## config.mk

```make
export PLATFORM = sky130hd
export DESIGN_NAME = sat_kbd_evq
export DESIGN_NICKNAME = d
export VERILOG_FILES = /design/src/rtl/sat_kbd_pkg.sv /design/src/rtl/sat_kbd_fifo.sv /design/src/rtl/sat_kbd_evq.sv
export SDC_FILE = /design/constraint.sdc
export NUM_CORES = 1
export LEC_CHECK = 0
export ABC_AREA = 1
export CORE_MARGIN = 2
export CORE_UTILIZATION = 50
export CTS_CLUSTER_SIZE = 30
export DETAILED_ROUTE_END_ITERATION = 8
export PLACE_DENSITY = 0.81
export SYNTH_ARGS = -nofsm -noshare
export SYNTH_HDL_FRONTEND = slang
export SYNTH_SLANG_ARGS = --single-unit
```

## constraint.sdc

```tcl
create_clock -name clk -period 3.8 [get_ports clk]
set_input_delay 0.95 -clock clk [delete_from_list [all_inputs] [get_ports clk]]
set_output_delay 0.95 -clock clk [all_outputs]
set_load 0.03 [all_outputs]
```

## src/rtl/sat_kbd_pkg.sv

```systemverilog
// Shared types, lock codes and the E0-prefixed scancode map for the Saturn keyboard front-end.
package sat_kbd_pkg;

    localparam int unsigned SC_W  = 8;
    localparam int unsigned CNT_W = 24;

    localparam logic [SC_W-1:0] LOCK_CAPS   = 8'h58;
    localparam logic [SC_W-1:0] LOCK_NUM    = 8'h77;
    localparam logic [SC_W-1:0] LOCK_SCROLL = 8'h7E;

    // One queued keyboard event as seen by the packet serializer.
    typedef struct packed {
        logic            make;
        logic [SC_W-1:0] sc;
    } sat_ev_t;

    // Result of a scancode translation.
    typedef struct packed {
        logic            valid;
        logic [SC_W-1:0] sc;
    } sat_map_t;

    typedef enum logic [1:0] {
        REP_IDLE   = 2'd0,
        REP_DELAY  = 2'd1,
        REP_REPEAT = 2'd2
    } rep_state_t;

    // Translate an E0-prefixed set-2 code into a Saturn scancode.
    function automatic sat_map_t sat_map_ext(input logic [SC_W-1:0] code);
        sat_map_t m;
        m.valid = 1'b1;
        m.sc    = code;
        case (code)
            8'h11:               m.sc = 8'h17;
            8'h14:               m.sc = 8'h18;
            8'h5A:               m.sc = 8'h19;
            8'h1F, 8'h27, 8'h2F: m.sc = code;
            8'h4A:               m.sc = 8'h80;
            8'h70:               m.sc = 8'h81;
            8'h7C:               m.sc = 8'h84;
            8'h71:               m.sc = 8'h85;
            8'h6B:               m.sc = 8'h86;
            8'h6C:               m.sc = 8'h87;
            8'h69:               m.sc = 8'h88;
            8'h75:               m.sc = 8'h89;
            8'h72:               m.sc = 8'h8A;
            8'h7D:               m.sc = 8'h8B;
            8'h7A:               m.sc = 8'h8C;
            8'h74:               m.sc = 8'h8D;
            default: begin
                m.valid = 1'b0;
                m.sc    = '0;
            end
        endcase
        return m;
    endfunction

endpackage

```

## src/rtl/sat_kbd_fifo.sv

```systemverilog
// First-word-fall-through synchronous FIFO; head is forced to zero while empty.
module sat_kbd_fifo #(
    parameter int unsigned WIDTH = 9,
    parameter int unsigned DEPTH = 8
) (
    input  logic                   clk,
    input  logic                   reset,
    input  logic                   flush,
    input  logic                   push,
    input  logic [WIDTH-1:0]       push_data,
    input  logic                   pop,
    output logic                   valid,
    output logic [WIDTH-1:0]       head,
    output logic [$clog2(DEPTH):0] level
);

    localparam int unsigned PW = $clog2(DEPTH);
    localparam int unsigned LW = PW + 1;

    logic [WIDTH-1:0] mem_q [DEPTH];
    logic [PW-1:0]    wr_ptr_q;
    logic [PW-1:0]    rd_ptr_q;
    logic [LW-1:0]    level_q;
    logic             pop_ok;
    logic             push_ok;

    // Qualify requests: pop needs data, push needs a slot (possibly freed by the pop).
    always_comb begin
        pop_ok  = pop && (level_q != '0);
        push_ok = push && ((level_q != LW'(DEPTH)) || pop_ok);
    end

    // Pointer and occupancy registers; flush empties the queue in one edge.
    always_ff @(posedge clk) begin
        if (reset || flush) begin
            wr_ptr_q <= '0;
            rd_ptr_q <= '0;
            level_q  <= '0;
        end else begin
            if (push_ok) begin
                wr_ptr_q <= wr_ptr_q + PW'(1);
            end
            if (pop_ok) begin
                rd_ptr_q <= rd_ptr_q + PW'(1);
            end
            if (push_ok && !pop_ok) begin
                level_q <= level_q + LW'(1);
            end else if (!push_ok && pop_ok) begin
                level_q <= level_q - LW'(1);
            end
        end
    end

    // Storage array; contents are only observable through a valid head.
    always_ff @(posedge clk) begin
        if (push_ok) begin
            mem_q[wr_ptr_q] <= push_data;
        end
    end

    assign valid = (level_q != '0);
    assign head  = valid ? mem_q[rd_ptr_q] : '0;
    assign level = level_q;

endmodule

```

## src/rtl/sat_kbd_evq.sv

```systemverilog
// Saturn keyboard event front-end: ps2_key decode, lock LEDs, event queue and typematic repeat.
module sat_kbd_evq #(
    parameter int unsigned DEPTH     = 8,
    parameter logic [23:0] DELAY_CYC = 24'd5_000_000,
    parameter logic [23:0] RATE_CYC  = 24'd1_000_000
) (
    input  logic                       clk,
    input  logic                       reset,
    input  logic                       enable,
    input  logic                       repeat_en,
    input  logic [10:0]                ps2_key,
    output logic [2:0]                 ps2_led,
    output logic                       ev_valid,
    output logic                       ev_make,
    output logic [7:0]                 ev_sc,
    input  logic                       ev_pop,
    output logic [$clog2(DEPTH+1)-1:0] ev_level,
    output logic                       ovf,
    input  logic                       ovf_clr
);

    import sat_kbd_pkg::*;

    localparam int unsigned LW = $clog2(DEPTH+1);
    // The last slot is kept free for breaks so a held key can always be released.
    localparam logic [LW-1:0] MAKE_LIM = LW'(DEPTH - 1);
    localparam logic [LW-1:0] FULL_LVL = LW'(DEPTH);

    logic             toggle_q;
    logic [2:0]       locks_q, locks_d;
    logic             ovf_q, ovf_d;
    rep_state_t       state_q, state_d;
    logic [SC_W-1:0]  rep_sc_q, rep_sc_d;
    logic [CNT_W-1:0] cnt_q, cnt_d;

    logic             ps2_evt;
    logic             key_make;
    logic             key_ext;
    logic [SC_W-1:0]  key_code;
    sat_map_t         key_dec;
    logic [2:0]       key_lock_mask;
    logic             key_lock;
    logic             evt_in;
    logic             dup_make;

    logic             pop_eff;
    logic [LW-1:0]    level_ap;
    logic             make_room;
    logic             brk_room;

    logic             push;
    logic             ps2_push;
    sat_ev_t          push_ev;
    sat_ev_t          head;
    logic             fifo_valid;
    logic [LW-1:0]    fifo_level;

    assign ps2_evt  = ps2_key[10] != toggle_q;
    assign key_make = ps2_key[9];
    assign key_ext  = ps2_key[8];
    assign key_code = ps2_key[7:0];

    // Translate the raw code and classify lock keys.
    always_comb begin
        key_dec       = '0;
        key_lock_mask = 3'b000;
        if (key_ext) begin
            key_dec = sat_map_ext(key_code);
        end else begin
            key_dec.valid = !(key_code inside {8'h00, 8'hE0, 8'hE1, 8'hF0});
            key_dec.sc    = key_code;
            case (key_code)
                LOCK_CAPS:   key_lock_mask = 3'b001;
                LOCK_NUM:    key_lock_mask = 3'b010;
                LOCK_SCROLL: key_lock_mask = 3'b100;
                default:     key_lock_mask = 3'b000;
            endcase
        end
        key_lock = |key_lock_mask;
    end

    // Space is judged against the occupancy left after this cycle's pop.
    always_comb begin
        pop_eff   = ev_pop && fifo_valid;
        level_ap  = fifo_level - LW'(pop_eff);
        make_room = level_ap < MAKE_LIM;
        brk_room  = level_ap < FULL_LVL;
        evt_in    = ps2_evt && enable && key_dec.valid;
        dup_make  = evt_in && key_make && repeat_en &&
                    (state_q != REP_IDLE) && (key_dec.sc == rep_sc_q);
    end

    // Push arbitration, lock/overflow updates and typematic next-state.
    always_comb begin
        state_d  = state_q;
        rep_sc_d = rep_sc_q;
        cnt_d    = cnt_q;
        locks_d  = locks_q;
        ovf_d    = ovf_q;
        push     = 1'b0;
        ps2_push = 1'b0;
        push_ev  = '0;

        if (ovf_clr) begin
            ovf_d = 1'b0;
        end

        if (ps2_evt && key_make) begin
            locks_d = locks_q ^ key_lock_mask;
        end

        if (evt_in && !dup_make) begin
            if (key_make ? make_room : brk_room) begin
                push         = 1'b1;
                ps2_push     = 1'b1;
                push_ev.make = key_make;
                push_ev.sc   = key_dec.sc;
            end else begin
                ovf_d = 1'b1;
            end
        end

        case (state_q)
            REP_IDLE: begin
                if (ps2_push && key_make && !key_lock) begin
                    state_d  = REP_DELAY;
                    rep_sc_d = key_dec.sc;
                    cnt_d    = DELAY_CYC - 24'd1;
                end
            end
            REP_DELAY, REP_REPEAT: begin
                if (ps2_push && key_make && !key_lock) begin
                    state_d  = REP_DELAY;
                    rep_sc_d = key_dec.sc;
                    cnt_d    = DELAY_CYC - 24'd1;
                end else if (evt_in && !key_make && (key_dec.sc == rep_sc_q)) begin
                    state_d = REP_IDLE;
                end else if (cnt_q != '0) begin
                    cnt_d = cnt_q - 24'd1;
                end else if (!ps2_evt) begin
                    // Expiry: a full queue skips this repeat silently.
                    state_d = REP_REPEAT;
                    cnt_d   = RATE_CYC - 24'd1;
                    if (repeat_en && enable && make_room) begin
                        push         = 1'b1;
                        push_ev.make = 1'b1;
                        push_ev.sc   = rep_sc_q;
                    end
                end
            end
            default: state_d = REP_IDLE;
        endcase

        if (!enable) begin
            state_d = REP_IDLE;
        end
    end

    // Control and status registers.
    always_ff @(posedge clk) begin
        if (reset) begin
            toggle_q <= 1'b0;
            locks_q  <= 3'b000;
            ovf_q    <= 1'b0;
            state_q  <= REP_IDLE;
            rep_sc_q <= '0;
            cnt_q    <= '0;
        end else begin
            toggle_q <= ps2_key[10];
            locks_q  <= locks_d;
            ovf_q    <= ovf_d;
            state_q  <= state_d;
            rep_sc_q <= rep_sc_d;
            cnt_q    <= cnt_d;
        end
    end

    sat_kbd_fifo #(
        .WIDTH ($bits(sat_ev_t)),
        .DEPTH (DEPTH)
    ) u_fifo (
        .clk       (clk),
        .reset     (reset),
        .flush     (!enable),
        .push      (push),
        .push_data (push_ev),
        .pop       (ev_pop),
        .valid     (fifo_valid),
        .head      (head),
        .level     (fifo_level)
    );

    assign ps2_led  = locks_q;
    assign ovf      = ovf_q;
    assign ev_valid = fifo_valid;
    assign ev_make  = head.make;
    assign ev_sc    = head.sc;
    assign ev_level = fifo_level;

endmodule

```

# Word-level counts from Yosys, hierarchy flattened
# Memories as Yosys holds them, arrays and structs flattened. A register that Yosys moved wholly into a read port is not among the register bits.
# Cells that the tools add are included.
# word_totals
ramBits,72
reg_bits,49
n_memories,1
output_inout_bits,18
# memory_table
name,depth,width,read_ports,rd_ports_with_merged_regs,write_ports,line,source
u_fifo.mem_q,8,9,1,1,1,sat_kbd_fifo.sv:20,logic [WIDTH-1:0] mem_q [DEPTH];
# op_classes
n_mux,44
order_cmp,2
add_sub_neg,6
eq_ne,34
n_reduce_logical,44
bitwise_logic,2
# op_table
operator,n
8-bit by 7-bit equality test with 1-bit output (second input constant),16
8-bit case mux with 16 select lines,1
24-bit 2-to-1 mux,5
9-bit 2-to-1 mux,10
24-bit case mux with 2 select lines,1
8-bit by 5-bit equality test with 1-bit output (second input constant),3
8-bit equality test (second input constant),3
24-bit nonzero test,1
24-bit by 1-bit subtractor with 24-bit output (second input constant),1
1-bit logical AND,18
18-bit OR reduction,1
8-bit by 6-bit equality test with 1-bit output (second input constant),2
4-bit inequality test (second input constant),4
1-bit 2-to-1 mux,15
2-bit 2-to-1 mux,5
3-bit 2-to-1 mux,3
3-bit case mux with 3 select lines,1
3-bit OR reduction,3
8-bit equality test,1
8-bit zero test,1
4-bit 2-to-1 mux,2
4-bit nonzero test,2
1-bit zero test,7
3-bit by 1-bit adder with 3-bit output (second input constant),2
other kinds (20),24

# Depth between registers and ports, before layout
# logic_depth
depth_word,23
depth_mapped,31
mapped_depth_nobuf,30

# Cells and area by module
# From an unflattened synthesis, not the netlist that was laid out.
# hier_totals
cells_unflattened,951
area_unflattened_um2,7239.4
# modules_own_cells
module,cells_per_inst,seq_area_each_um2,area_each_um2,instances
sat_kbd_fifo,351,2422.3,3682.3,1
sat_kbd_evq,600,780.7,3557.2,1

# Least setup slack after synthesis
# No wires, ideal clock.
# synth_timing
kind,input -> register
startpoint,input ev_pop
endpoint,"register u_fifo.level_q[3], in the netlist u_fifo.level[3]"
path_stages,23
slack_ns,-0.222
setup_ns,0.058
arrival_ns,3.964
t_required_ns,3.742
n_path_buf,0
path_cell_list,nand2_1 inv_1 ha_1 ha_1 nor3_1 a21boi_0 inv_1 o21ai_0 inv_1 nand2_2 nand2_2 nand2_2 inv_2 ha_1 inv_1 ha_1 nand2_1 nor2_1 a211oi_1 o21ai_0 a21o_1 a21oi_1 o21a_1
# synth_via
elab_chain_len,16
word_cells_on_any_way,24
classes_between,add/sub (1); order compare (2); mux (10); reduce/logical (11)
# synth_lines
item,line,source
from (decl),sat_kbd_evq.sv:16,"input logic ev_pop,"
1-bit logical AND (*),sat_kbd_evq.sv:84,pop_eff = ev_pop && fifo_valid;
named net pop_eff,sat_kbd_evq.sv:46,logic pop_eff;
4-bit by 1-bit subtractor with 4-bit output,sat_kbd_evq.sv:85,level_ap = fifo_level - LW'(pop_eff);
4-bit < comparator or 4-bit by 3-bit < comparator with 1-bit output (tied branches),"sat_kbd_evq.sv:87, sat_kbd_evq.sv:86",
1-bit 2-to-1 mux (2 in a row),sat_kbd_evq.sv:113,if (key_make ? make_room : brk_room) begin
1-bit 2-to-1 mux,sat_kbd_evq.sv:112,if (evt_in && !dup_make) begin
1-bit 2-to-1 mux,sat_kbd_evq.sv:144,if (repeat_en && enable && make_room) begin
1-bit 2-to-1 mux,sat_kbd_evq.sv:140,end else if (!ps2_evt) begin
1-bit 2-to-1 mux,sat_kbd_evq.sv:138,end else if (cnt_q != '0) begin
1-bit 2-to-1 mux,sat_kbd_evq.sv:136,end else if (evt_in && !key_make && (key_dec.sc == rep_sc_q)) begin
1-bit 2-to-1 mux,sat_kbd_evq.sv:132,if (ps2_push && key_make && !key_lock) begin
1-bit 2-to-1 mux,sat_kbd_evq.sv:123,case (state_q)
1-bit logical AND (*),sat_kbd_fifo.sv:30,push_ok = push && ((level_q != LW'(DEPTH)) || pop_ok);
named net u_fifo.push_ok,sat_kbd_fifo.sv:25,logic push_ok;
1-bit zero test,sat_kbd_fifo.sv:48,end else if (!push_ok && pop_ok) begin
1-bit logical AND,sat_kbd_fifo.sv:48,
2-bit nonzero test (no source line),--,
to (signal assigned),sat_kbd_fifo.sv:47,level_q <= level_q + LW'(1);
to (signal assigned),sat_kbd_fifo.sv:49,level_q <= level_q - LW'(1);
to (decl),sat_kbd_fifo.sv:23,logic [LW-1:0] level_q;
# Mark *: on every way through the listed nets, which the timed path passes. The rest lies on a longest branch.
# A chain may end at the register's enable or synchronous reset.

# Worst setup path after layout
# layout_timing
startpoint,input ps2_key[7]
endpoint,"register u_fifo.level_q[3], in the netlist u_fifo.level[3]"
# layout_via
elab_chain_len,22
word_cells_on_any_way,61
classes_between,eq/ne (25); mux (13); reduce/logical (23)
# layout_lines
item,line,source
from (decl),sat_kbd_evq.sv:11,"input logic [10:0] ps2_key,"
branches (longest 17 deep; another with 8-bit case mux with 16 select lines),--,
1-bit 2-to-1 mux (*),sat_kbd_evq.sv:123,
1-bit logical AND (*),sat_kbd_fifo.sv:30,
named net u_fifo.push_ok,sat_kbd_fifo.sv:25,
1-bit zero test,sat_kbd_fifo.sv:48,
1-bit logical AND,sat_kbd_fifo.sv:48,
2-bit nonzero test (no source line),--,
# Mark *: on every way through the listed nets, which the timed path passes.

==> run metrics <==
post-DP HPWL between 10000 and 15000 um; worst path required time 4.16 ns; Async S/R FF share, synth 0; area leader, netlist edfxtp_1; gpl congestion between 0.9 and 1; Final period util 0.968; setup_tns 0 ns; layout cells sized above 1 0.197; Die Ht about 120 um; Fmax around 0.27 GHz; Yosys reg bits about 120; Post-CTS Hold Buffers 0; post-synth cell types 43; gr usage total 0.242; final setup violation count 0; Antenna Nets Post-Route 0; ant diodes 0; Post-Syn Nets between 800 and 900; crit-path max FO 4; Layout Cells excl Fill 1163; Max clock buf depth 2; I/O Buffers 34; nets 1002; post-placement cell count 1121; Initial Util 0.511; kind of critical path input pin to register; flop2flop setup slack ~0.24 ns; H-tree depth 4; Die Area between 10000 and 15000 sq um; via count roughly 6300; design area roughly 8500 sq um; CP dominant cell by count nand2_1; Synth area leaders edfxtp_1 32%, dfxtp_1 15%, nor2_1 9.2%; Crit. End Element register; synth warn 0; Fill cells around 1100; synthesis-to-finish area growth 26.7%; register area share after synthesis 0.475; pre-CTS worst setup slack -0.643 ns; Via density 5.38; slew margin rel. 0.302; io pins 35; final setup margin approximately 0.12 ns; vias in the first global route around 6000; Num CTS Buffers 17; Die Wd ~120 um; Data arrival, critical path about 4.0 ns; RSZ-0062 raised after global routing yes; Syn Area/Cell a little under 8 sq um; 1st-iter DRT viols ~500; clk slew on worst S/H paths ~0.060 ns; Worst setup SP type input pin; Skew-Pair Late Insertion Delay between 0.4 and 0.5 ns; area of the mapped netlist around 6700 sq um; root buffer cell clkbuf_16; Post-synth EDFFs 72; GRT overflow 0; status finished clean; worst path bufs/invs 7; CP top delay family simple AND/OR/NAND/NOR gates; worst slew pin tran between 1 and 1.5 ns; Crit path largest cell delay ~0.27 ns; clock tree from TritonCTS yes; drt first pass iters 5; top-area cell type share of the netlist area 0.321; DRT Wirelength between 15000 and 20000 um; DRC 0; smallest hold slack 0.462 ns; Final Max Slew Viols 0; Mapped Cells roughly 860; CP max stage cell dlygate4sd2_1; Max Cap Violations 0; initial antenna violation count 0; Core Rows 42; largest net degree at the start of global routing 37; core footprint approximately 13000 sq um; Hold Path Class register to register; CTS sink count approximately 120; Power Dens Cells around 460 nW/um^2; Leak approximately 3.5 nW; area post-placement between 7000 and 8000 sq um; Max Clock Skew about 0.011 ns; Worst IR Drop VDD 397 uV; first-pass GRT wire length roughly 28000 um; Tmin final about 3.7 ns; Main synth FF type edfxtp_1; DR WL/cell ~15 um; Fin. Hold Viols 0
## power breakdown
group	leakage [nW]	total, mW	internal [mW]	switching (mW)
clock network	0.281	1.60	1.00	0.596
registers	1.06	1.48	1.45	0.0285
logic	2.20	0.839	0.340	0.498
## flip-flops by register name, summed over array words and instances, names as in the netlist, named ones only
register,flops
u_fifo.rd_ptr_q,3
u_fifo.level,4
ovf,1
cnt_q,24
toggle_q,1
u_fifo.mem_q,72
rep_sc_q,8
state_q,2
ps2_led,3
u_fifo.wr_ptr_q,3
## layout by cell type, fill, tap and decap left out, types with 2 or more instances in the layout
cell             instances
o21ai_1                  4
nor2_4                   4
edfxtp_1                72
nor3_1                  16
xnor2_1                  7
and3_1                   2
a31oi_1                  9
nand2_2                 18
bufinv_16                2
nand3_2                  3
clkdlybuf4s50_1         24
inv_6                    4
xor2_1                  14
dfxtp_1                 52
a21oi_1                 42
inv_1                   79
ha_1                     7
inv_2                   13
ha_4                     3
clkbuf_8                 2
clkinvlp_4               3
nand2_1                142
clkbuf_2                 7
dlygate4sd2_1            2
buf_4                   81
nor2_2                  16
nand2_4                  4
clkbuf_16               17
o21ai_0                 66
nor2_1                 149
buf_12                   3
buf_6                    2
nand3b_1                 4
clkinv_1                 2
o22ai_1                 16
nand4_1                  6
nor4_1                   3
nand3_1                 64
## synth_stat cells (9+ instances only)
library cell,instances
a21oi_1,43
a31oi_1,9
clkbuf_1,15
dfxtp_1,52
edfxtp_1,72
ha_1,10
inv_1,84
inv_2,9
nand2_1,154
nand2_2,10
nand3_1,65
nor2_1,165
nor3_1,16
o21ai_0,68
o22ai_1,16
xor2_1,14
## worst paths after layout
check	start	endpoint	depth (start not counted)
max	ps2_key[7]	u_fifo.level[3]$_SDFFE_PP0P_	32
min	ps2_led[1]$_SDFFE_PP0P_	ps2_led[1]$_SDFFE_PP0P_	2
max reg2reg	u_fifo.level[2]$_SDFFE_PP0P_	u_fifo.level[3]$_SDFFE_PP0P_	25
min reg2reg	ps2_led[1]$_SDFFE_PP0P_	ps2_led[1]$_SDFFE_PP0P_	2
## cell type report
class	instances	area (sq um)	area share
clock buffers	20	457	0.0535
clock inverters	12	135	0.0158
inverters	94	355	0.0416
multi-input cells	616	3170	0.371
flip-flops and latches	124	3200	0.375
well taps	176	220	0.0258
repair buffers	121	1000	0.117
## kinds of logic after synthesis
group,count (synthesis),synth area share
xor gates and xnor gates,21,0.0273
adders and majority gates,11,0.0215
buffers and inverters,123,0.0788
and+or+nand+nor,437,0.278
AOI/OAI and AO/OA,147,0.119
DFF,124,0.475
## what timing repair did
action / 4_1_cts / 5_1_grt
setup buffers: 6 / 3
cloned: 1 / 0
endpoints found under the setup margin: 38 / 39
pin swaps: 3 / 13
endpoints found under the hold margin: 0 / 0
resized for setup: 20 / 52
## tightest hold or removal path, delay by kind of cell, from the launching register on
kind,cells,cell delay [ns]
buf+inv,1,0.06
flops,1,0.31
compound gates,1,0.05
## metrics by stage
step,total power [mW],utilization
floorplan,2.02,-
global placement,2.28,0.589
detailed placement,2.30,0.589
CTS,3.90,0.638
global route,4.08,0.647
finish,3.92,0.647
## metal layers
metal	global-route usage	wire length, um
met1	0.292	7120
met2	0.417	8520
met3	0.0561	1040
met4	0.0985	389
met5	0	0
Note: power is estimated with default switching activity, not from simulation.
